<file path="src/rtl/led_seq_pkg.sv">
// led_seq_pkg
//   Shared constants for the LED pattern sequencer: mode encodings, bounce
//   direction encodings, and a helper that turns clock frequency and step
//   period into a tick count.
//   No ports (package).
package led_seq_pkg;

    localparam logic [1:0] MODE_ROT_L  = 2'd0;
    localparam logic [1:0] MODE_ROT_R  = 2'd1;
    localparam logic [1:0] MODE_BOUNCE = 2'd2;
    localparam logic [1:0] MODE_BLINK  = 2'd3;

    localparam logic DIR_LEFT  = 1'b0;
    localparam logic DIR_RIGHT = 1'b1;

    // Divide before multiplying so large clock frequencies do not overflow int.
    function automatic int calc_ticks(input int clk_freq_hz, input int step_ms);
        return (clk_freq_hz / 1000) * step_ms;
    endfunction

endpackage

</file>
<file path="src/rtl/led_tick_gen.sv">
// led_tick_gen
//   Step-period prescaler. Counts sys_clk cycles and raises tick on the last
//   cycle of each period. The period is TICKS >> speed cycles.
// Ports
//   sys_clk  in   system clock, rising edge
//   sys_rst  in   asynchronous active-high reset
//   run      in   1: count; 0: hold counter at zero
//   clr      in   synchronous counter clear
//   speed    in   [1:0] period divider exponent
//   tick     out  high on the final cycle of the current period
module led_tick_gen #(
    parameter int TICKS = 8
) (
    input  logic       sys_clk,
    input  logic       sys_rst,
    input  logic       run,
    input  logic       clr,
    input  logic [1:0] speed,
    output logic       tick
);

    localparam int CNT_W = $clog2(TICKS);
    localparam logic [CNT_W:0] TICKS_V = (CNT_W + 1)'(TICKS);
    localparam logic [CNT_W:0] ONE_V   = (CNT_W + 1)'(1);

    logic [CNT_W-1:0] cnt;
    logic [CNT_W:0]   limit_m1;

    assign limit_m1 = (TICKS_V >> speed) - ONE_V;

    // >= rather than == so a speed increase that leaves cnt beyond the new
    // limit fires on the next cycle instead of wrapping the counter.
    assign tick = ({1'b0, cnt} >= limit_m1);

    always_ff @(posedge sys_clk or posedge sys_rst) begin
        if (sys_rst) begin
            cnt <= '0;
        end else if (!run || clr || tick) begin
            cnt <= '0;
        end else begin
            cnt <= cnt + CNT_W'(1);
        end
    end

endmodule

</file>
<file path="src/rtl/led_pattern_seq.sv">
// led_pattern_seq
//   LED pattern sequencer. Advances a pattern register once per step period
//   (auto mode) or on a manual step request while paused. Four pattern modes:
//   rotate left, rotate right, bounce, blink.
// Ports
//   sys_clk     in   system clock, rising edge
//   sys_rst     in   asynchronous active-high reset
//   enable      in   1: auto-step on tick; 0: paused
//   mode        in   [1:0] 0 ROT_L, 1 ROT_R, 2 BOUNCE, 3 BLINK
//   speed       in   [1:0] step period = TICKS >> speed
//   step_now    in   manual step request, honoured only while paused
//   led         out  [NUM_LEDS-1:0] pin drive, inverted when ACTIVE_LOW
//   step_pulse  out  one-cycle strobe on the edge the pattern changes
//
//   dir | meaning
//   ----+-------------------------------------------
//   L   | bounce one-hot moving toward bit NUM_LEDS-1
//   R   | bounce one-hot moving toward bit 0
module led_pattern_seq
    import led_seq_pkg::*;
#(
    parameter int NUM_LEDS    = 3,
    parameter int CLK_FREQ_HZ = 24_000_000,
    parameter int STEP_MS     = 500,
    parameter int ACTIVE_LOW  = 1
) (
    input  logic                sys_clk,
    input  logic                sys_rst,
    input  logic                enable,
    input  logic [1:0]          mode,
    input  logic [1:0]          speed,
    input  logic                step_now,
    output logic [NUM_LEDS-1:0] led,
    output logic                step_pulse
);

    localparam int TICKS = calc_ticks(CLK_FREQ_HZ, STEP_MS);
    localparam logic [NUM_LEDS-1:0] PAT_INIT = NUM_LEDS'(1);

    logic [NUM_LEDS-1:0] pat, pat_step, pat_nxt;
    logic [1:0]          mode_q, mode_nxt;
    logic                dir, dir_step, dir_nxt;
    logic                pulse_nxt;
    logic                mode_chg;
    logic                do_step;
    logic                tick;

    led_tick_gen #(
        .TICKS (TICKS)
    ) u_tick_gen (
        .sys_clk (sys_clk),
        .sys_rst (sys_rst),
        .run     (enable),
        .clr     (mode_chg),
        .speed   (speed),
        .tick    (tick)
    );

    always_ff @(posedge sys_clk or posedge sys_rst) begin
        if (sys_rst) begin
            pat        <= PAT_INIT;
            dir        <= DIR_LEFT;
            mode_q     <= MODE_ROT_L;
            step_pulse <= 1'b0;
        end else begin
            pat        <= pat_nxt;
            dir        <= dir_nxt;
            mode_q     <= mode_nxt;
            step_pulse <= pulse_nxt;
        end
    end

    always_comb begin
        mode_chg = (mode != mode_q);
        do_step  = (enable & tick) | (~enable & step_now);

        pat_step = pat;
        dir_step = dir;
        case (mode_q)
            MODE_ROT_L: pat_step = {pat[NUM_LEDS-2:0], pat[NUM_LEDS-1]};
            MODE_ROT_R: pat_step = {pat[0], pat[NUM_LEDS-1:1]};
            MODE_BOUNCE: begin
                // The end LED turns the walk around in the same step, so
                // each end is lit for exactly one step.
                if (dir == DIR_LEFT) begin
                    if (pat[NUM_LEDS-1]) begin
                        dir_step = DIR_RIGHT;
                        pat_step = pat >> 1;
                    end else begin
                        pat_step = pat << 1;
                    end
                end else begin
                    if (pat[0]) begin
                        dir_step = DIR_LEFT;
                        pat_step = pat << 1;
                    end else begin
                        pat_step = pat >> 1;
                    end
                end
            end
            MODE_BLINK: pat_step = ~pat;
            default:    pat_step = pat;
        endcase

        mode_nxt  = mode_q;
        pat_nxt   = pat;
        dir_nxt   = dir;
        pulse_nxt = 1'b0;
        if (mode_chg) begin
            mode_nxt = mode;
            pat_nxt  = (mode == MODE_BLINK) ? '1 : PAT_INIT;
            dir_nxt  = DIR_LEFT;
        end else if (do_step) begin
            pat_nxt   = pat_step;
            dir_nxt   = dir_step;
            pulse_nxt = 1'b1;
        end
    end

    assign led = (ACTIVE_LOW != 0) ? ~pat : pat;

endmodule

</file>
<file path="config.mk">
export PLATFORM = sky130hd
export DESIGN_NAME = led_pattern_seq
export DESIGN_NICKNAME = d
export VERILOG_FILES = /design/src/rtl/led_seq_pkg.sv /design/src/rtl/led_tick_gen.sv /design/src/rtl/led_pattern_seq.sv
export SDC_FILE = /design/constraint.sdc
export NUM_CORES = 1
export LEC_CHECK = 0
export CORE_MARGIN = 10
export CORE_UTILIZATION = 60
export CTS_BUF_LIST = sky130_fd_sc_hd__clkbuf_16
export DETAILED_ROUTE_END_ITERATION = 6
export PLACE_DENSITY = 0.8
export SLEW_MARGIN = 20
export SYNTH_ARGS = -nofsm -noshare
export SYNTH_HDL_FRONTEND = slang
export SYNTH_SLANG_ARGS = --single-unit
</file>
<file path="constraint.sdc">
create_clock -name sys_clk -period 3 [get_ports sys_clk]
set_clock_uncertainty 0.1 [all_clocks]
set_input_delay 0.6 -clock sys_clk [delete_from_list [all_inputs] [get_ports sys_clk]]
set_output_delay 0.6 -clock sys_clk [all_outputs]
set_load 0.05 [all_outputs]
</file>
After elaboration in Yosys (flattened, before gate mapping)
Index checks and enable logic that the tools add are counted.
{"block": "word_totals", "regBits": 31, "output_inout_bits": 4, "elab_cells": 42}
{"block": "op_classes", "addsub": 2, "n_lt_le_gt_ge": 1, "n_eq_ne": 5, "shifts": 1, "muxes": 16, "bitwise_logic": 5, "n_reduce_logical": 7}
{"operator": "24-bit by 25-bit >= comparator with 1-bit output", "count": 1}
{"operator": "24-bit by 2-bit right shift with 25-bit output (first input constant)", "count": 1}
{"operator": "25-bit by 1-bit subtractor with 25-bit output (second input constant)", "count": 1}
{"operator": "24-bit by 1-bit adder with 24-bit output (second input constant)", "count": 1}
{"operator": "24-bit two-way mux", "count": 1}
{"operator": "3-bit two-way mux", "count": 6}
{"operator": "3-bit case mux with 4 select lines", "count": 1}
{"operator": "1-bit two-way mux", "count": 8}
{"operator": "2-bit == test (second input constant)", "count": 3}
{"operator": "2-bit nonzero test", "count": 2}
{"operator": "3-bit inverter", "count": 1}
{"operator": "1-bit AND", "count": 2}
{"operator": "2-bit by 1-bit == test with 1-bit output (second input constant)", "count": 1}
{"operator": "2-bit logical NOT", "count": 1}
{"operator": "1-bit logical OR", "count": 2}
{"operator": "2-bit != test", "count": 1}
{"operator": "2-bit AND reduction", "count": 1}
{"operator": "1-bit logical NOT", "count": 1}
{"operator": "1-bit inverter", "count": 1}
{"operator": "1-bit bitwise OR", "count": 1}

Logic depth before layout (Yosys ltp)
{"block": "logic_depth", "ltp_word": 7, "mapped_depth": 14}

Hierarchy
Synthesis repeated with hierarchy kept, for this count alone.
{"block": "hier_totals", "hier_cells": 251, "hier_area_um2": 2486.1}
{"mod": "led_tick_gen", "instances": 1, "cells_each": 201, "area_per_inst_um2": 2015.7}
{"mod": "led_pattern_seq", "instances": 1, "cells_each": 50, "area_per_inst_um2": 470.5}

Worst setup path before layout
No wires, ideal clock.
{"block": "synth_path", "path_type": "input port to flip-flop", "start": "input port speed[0]", "end": "register u_tick_gen.cnt[15]", "setup_time_ns": 0.071, "t_arrival_ns": 2.818, "path_slack_ns": 0.010, "stages": 14, "path_cell_list": "inv_1 -> ha_1 -> inv_1 -> ha_1 -> xor2_1 -> ha_1 -> nand3_1 -> a21oi_1 -> a221oi_2 -> inv_1 -> or3_1 -> buf_6 -> buf_6 -> nor2_1"}
{"block": "synth_via", "elab_chain_len": 5}
{"item": "start, declared", "line": "led_pattern_seq.sv:31", "source": "input logic [1:0] speed,"}
{"item": "24-bit by 2-bit right shift with 25-bit output", "line": "led_tick_gen.sv:29", "source": "assign limit_m1 = (TICKS_V >> speed) - ONE_V;"}
{"item": "25-bit by 1-bit subtractor with 25-bit output", "line": "led_tick_gen.sv:29"}
{"item": "24-bit by 25-bit >= comparator with 1-bit output", "line": "led_tick_gen.sv:33", "source": "assign tick = ({1'b0, cnt} >= limit_m1);"}
{"item": "1-bit logical OR", "line": "led_tick_gen.sv:38", "source": "end else if (!run || clr || tick) begin"}
{"item": "24-bit two-way mux", "line": "led_tick_gen.sv:38"}
{"item": "end signal, assigned", "line": "led_tick_gen.sv:41", "source": "cnt <= cnt + CNT_W'(1);"}
{"item": "end, declared", "line": "led_tick_gen.sv:26", "source": "logic [CNT_W-1:0] cnt;"}
Every way passes these cells.
A chain may end at the register's enable or synchronous reset.

Worst setup path after layout
{"block": "layout_path", "start": "input port speed[1]", "end": "register u_tick_gen.cnt[5]"}
The elaborated chain is that of the path after synthesis.

==> qor.yml <==
synth:
  synthArstFlopShare: 1.000
  syn_avg_cell_area_sq_um: 8.833
  netlist.area_leader.share: 0.3373
  synth.most_common_cell: "nor2_1"
  synth_area_leader_cell: "dfrtp_1"
  yosysUniqueCellTypes: 38
  netlist_top_cells_count: "33 x nor2_1, 30 x dfrtp_1, 29 x ha_1, 22 x nand2_1, 20 x inv_1"
  yosys_warnings: 0
  ys_ff_latch: 31
  synth.area.top_cells: "dfrtp_1 34%, ha_1 16%, nor2_1 5.6%, xnor2_1 5.1%, xor2_1 4.7%"
  syn_inst: 252
  syn-num-nets: 289
  ys.flop_type: "dfrtp_1"
  ys_seq_area_frac: 0.3491
  netlist_area_sq_um: 2226
  synth_edf_count: 0
pwr:
  seq_power_share: 0.394
  p_leak_nw: 1.260
  sw_frac_of_total: 0.2711
  combPwrFrac: 0.192
  internal_power_mw: 0.8209
  cellPowerDensity_nw_per_um2: 392.2
  p_sw_mw: 0.3054
  vdd_drop_max_v: 0.0003157
  total_power_mw: 1.126
  clockPowerShare: 0.414
layout:
  final_util: 0.7903
  diodes: 0
  stdcell_area_sq_um: 2872
  layout-drive-gt1-share: 0.2353
  fillCellCount: 232
  final_nets: 326
  syn_to_final_growth_pct: 29.00
  stdcell_count: 337
timing:
  slew_headroom: 0.5229
  hold_violations: 0
  setup_viol: 0
  tightest_slew_ps: 710.2
  fmax_mhz: 343.0
  setup_slack_ps: 84.18
  slew_violations: 0
  min_period_over_period: 0.9719
  fin_crit_ps: 2916
global_route:
  antenna_found_initial: 0
  grt_max_degree: 32
  grt_overflow: 0
  grt_pass1_wl_mm: 9.156
  grt_pass1_vias: 1958
  track_usage: 0.1771
detailed_routing:
  vias: 2027
  finalWirelength_mm: 6.088
  drc: 0
  drt_iter0_drc: 161
  firstDrtPassIters: 4
  ant_nets: 0
  drt-wirelength-per-cell_microns: 18.07
  viasPerCell: 6.015
die:
  core_area_sq_um: 3633
  die_h_microns: 80.91
  num_rows: 22
  die_x_microns: 80.91
  start_util: 0.6126
  num_io_pins: 12
  die_area_sq_um: 6546
clocking:
  holdBufCountCts: 0
  cts.path.max_buffers: 2
  ctsHtreeMaxLevel: 2
  cts.sinks: 31
  root_buffer: "clkbuf_16"
  clkSlewWorstSetupHoldPaths_ps: 50
  cts_tree: "done"
  numCtsBuffers: 5
  insertion_delay_ps: 280
place:
  place_ws_ps: -651.2
  gp_congestion: 0.9280
  io_buffers: 11
  place_area_sq_um: 2525
  place.detailed.hpwl_mm: 3.666
  placedCellCount: 326
setup_path:
  start_kind: "primary input"
  r2r-start: "u_tick_gen.cnt[5]"
  crit_start: "speed[1]"
  cp.arrival_ps: 3010
  cp-end-kind: "flop"
  path_max_fanout: 5
  critical_path_required_ps: 3100
  path_class: "primary input to flop"
job:
  cap_violations: 0
min_path:
  hold_class: "flop to flop"
  min_from: "u_tick_gen.cnt[0]"
outcome:
  status: "finished, final reports clean"
-- power by group through the flow --
stage | Clock [mW] | Combinational (mW) | Sequential, mW
6_report | 0.467 | 0.216 | 0.443
5_1_grt | 0.495 | 0.234 | 0.444
4_1_cts | 0.471 | 0.193 | 0.442
3_5_place_dp | 0 | 0.177 | 0.448
3_3_place_gp | 0 | 0.174 | 0.449
2_1_floorplan | 0 | 0.111 | 0.446
-- critical path: stages --
cell,delay [ps]
clkbuf_2,120
buf_4,120
ha_1,180
inv_2,80
ha_4,170
xor2_2,160
ha_1,310
nand3_2,90
a21oi_1,50
a221oi_2,260
inv_1,100
or3_4,470
buf_16,170
nor2_1,130
-- metrics by stage --
stage               hold WS, ps  setup TNS, ps
floorplan                 374.6              0
global placement          407.0         -16670
detailed placement        416.4         -17510
CTS                       410.7              0
global route              456.0         -37.92
finish                    427.5              0
-- final timing paths --
check	endpoint	slack, ps	cells past startpoint
setup / recovery	u_tick_gen.cnt[5]	80	14
hold / removal	u_tick_gen.cnt[0]	430	1
setup reg to reg	u_tick_gen.cnt[5]	640	8
hold reg to reg	u_tick_gen.cnt[0]	430	1
max in group asynchronous	pat[0]	1880	3
min in group asynchronous	step_pulse	600	3
-- flip-flops by register name, summed over array words and instances, names as in the netlist --
| signal | count |
|---|---|
| u_tick_gen.cnt | 24 |
| pat | 3 |
| mode_q | 2 |
| dir | 1 |
| step_pulse | 1 |
-- what timing repair did --
item / in CTS / in global routing
resized for setup: 18 / 20
pin swaps: 6 / 5
setup endpoints to repair: 29 / 28
buffers inserted: 1 / 0
cloned: 1 / 2
-- metal layers --
metal	vias up	wire, microns	global-route usage
li1	945	-	-
met1	987	2401	0.2127
met2	76	3074	0.2930
met3	19	372	0.05188
met4	0	240	0.06747
met5	-	0	0
-- cells by family (layout without fill, tap and decap cells) --
kind of cell / after synthesis / count (layout) / synth area share
xor gates and xnor gates: 25 / 25 / 0.09837
muxes: 2 / 2 / 0.008994
adders and majority gates: 29 / 29 / 0.1630
AOI/OAI and AO/OA: 43 / 43 / 0.1181
and+or+nand+nor: 95 / 95 / 0.2069
buffers and inverters: 27 / 64 / 0.05565
DFF: 31 / 31 / 0.3491
-- layout make-up --
| cell class | count | area (sq um) | share of cell area |
|---|---|---|---|
| multi-input cells | 194 | 1463 | 0.5094 |
| clock inverters | 2 | 8.758 | 0.003050 |
| flip-flops and latches | 31 | 777.0 | 0.2706 |
| clock buffers | 5 | 125.1 | 0.04357 |
| repair buffers | 37 | 362.8 | 0.1264 |
| inverters | 20 | 75.07 | 0.02614 |
| well taps | 48 | 60.06 | 0.02092 |
-- layout by cell type, fill, tap and decap left out, types with 11 or more instances in the layout --
master | Yosys | layout
o21ai_0 | 12 | 11
ha_1 | 29 | 23
a21oi_1 | 18 | 16
dfrtp_1 | 30 | 30
nor2_1 | 33 | 27
inv_1 | 20 | 17
buf_4 | 0 | 22
xor2_1 | 12 | 11
xnor2_1 | 13 | 13
nand2_1 | 22 | 22
Power figures use the tool's default switching activity.
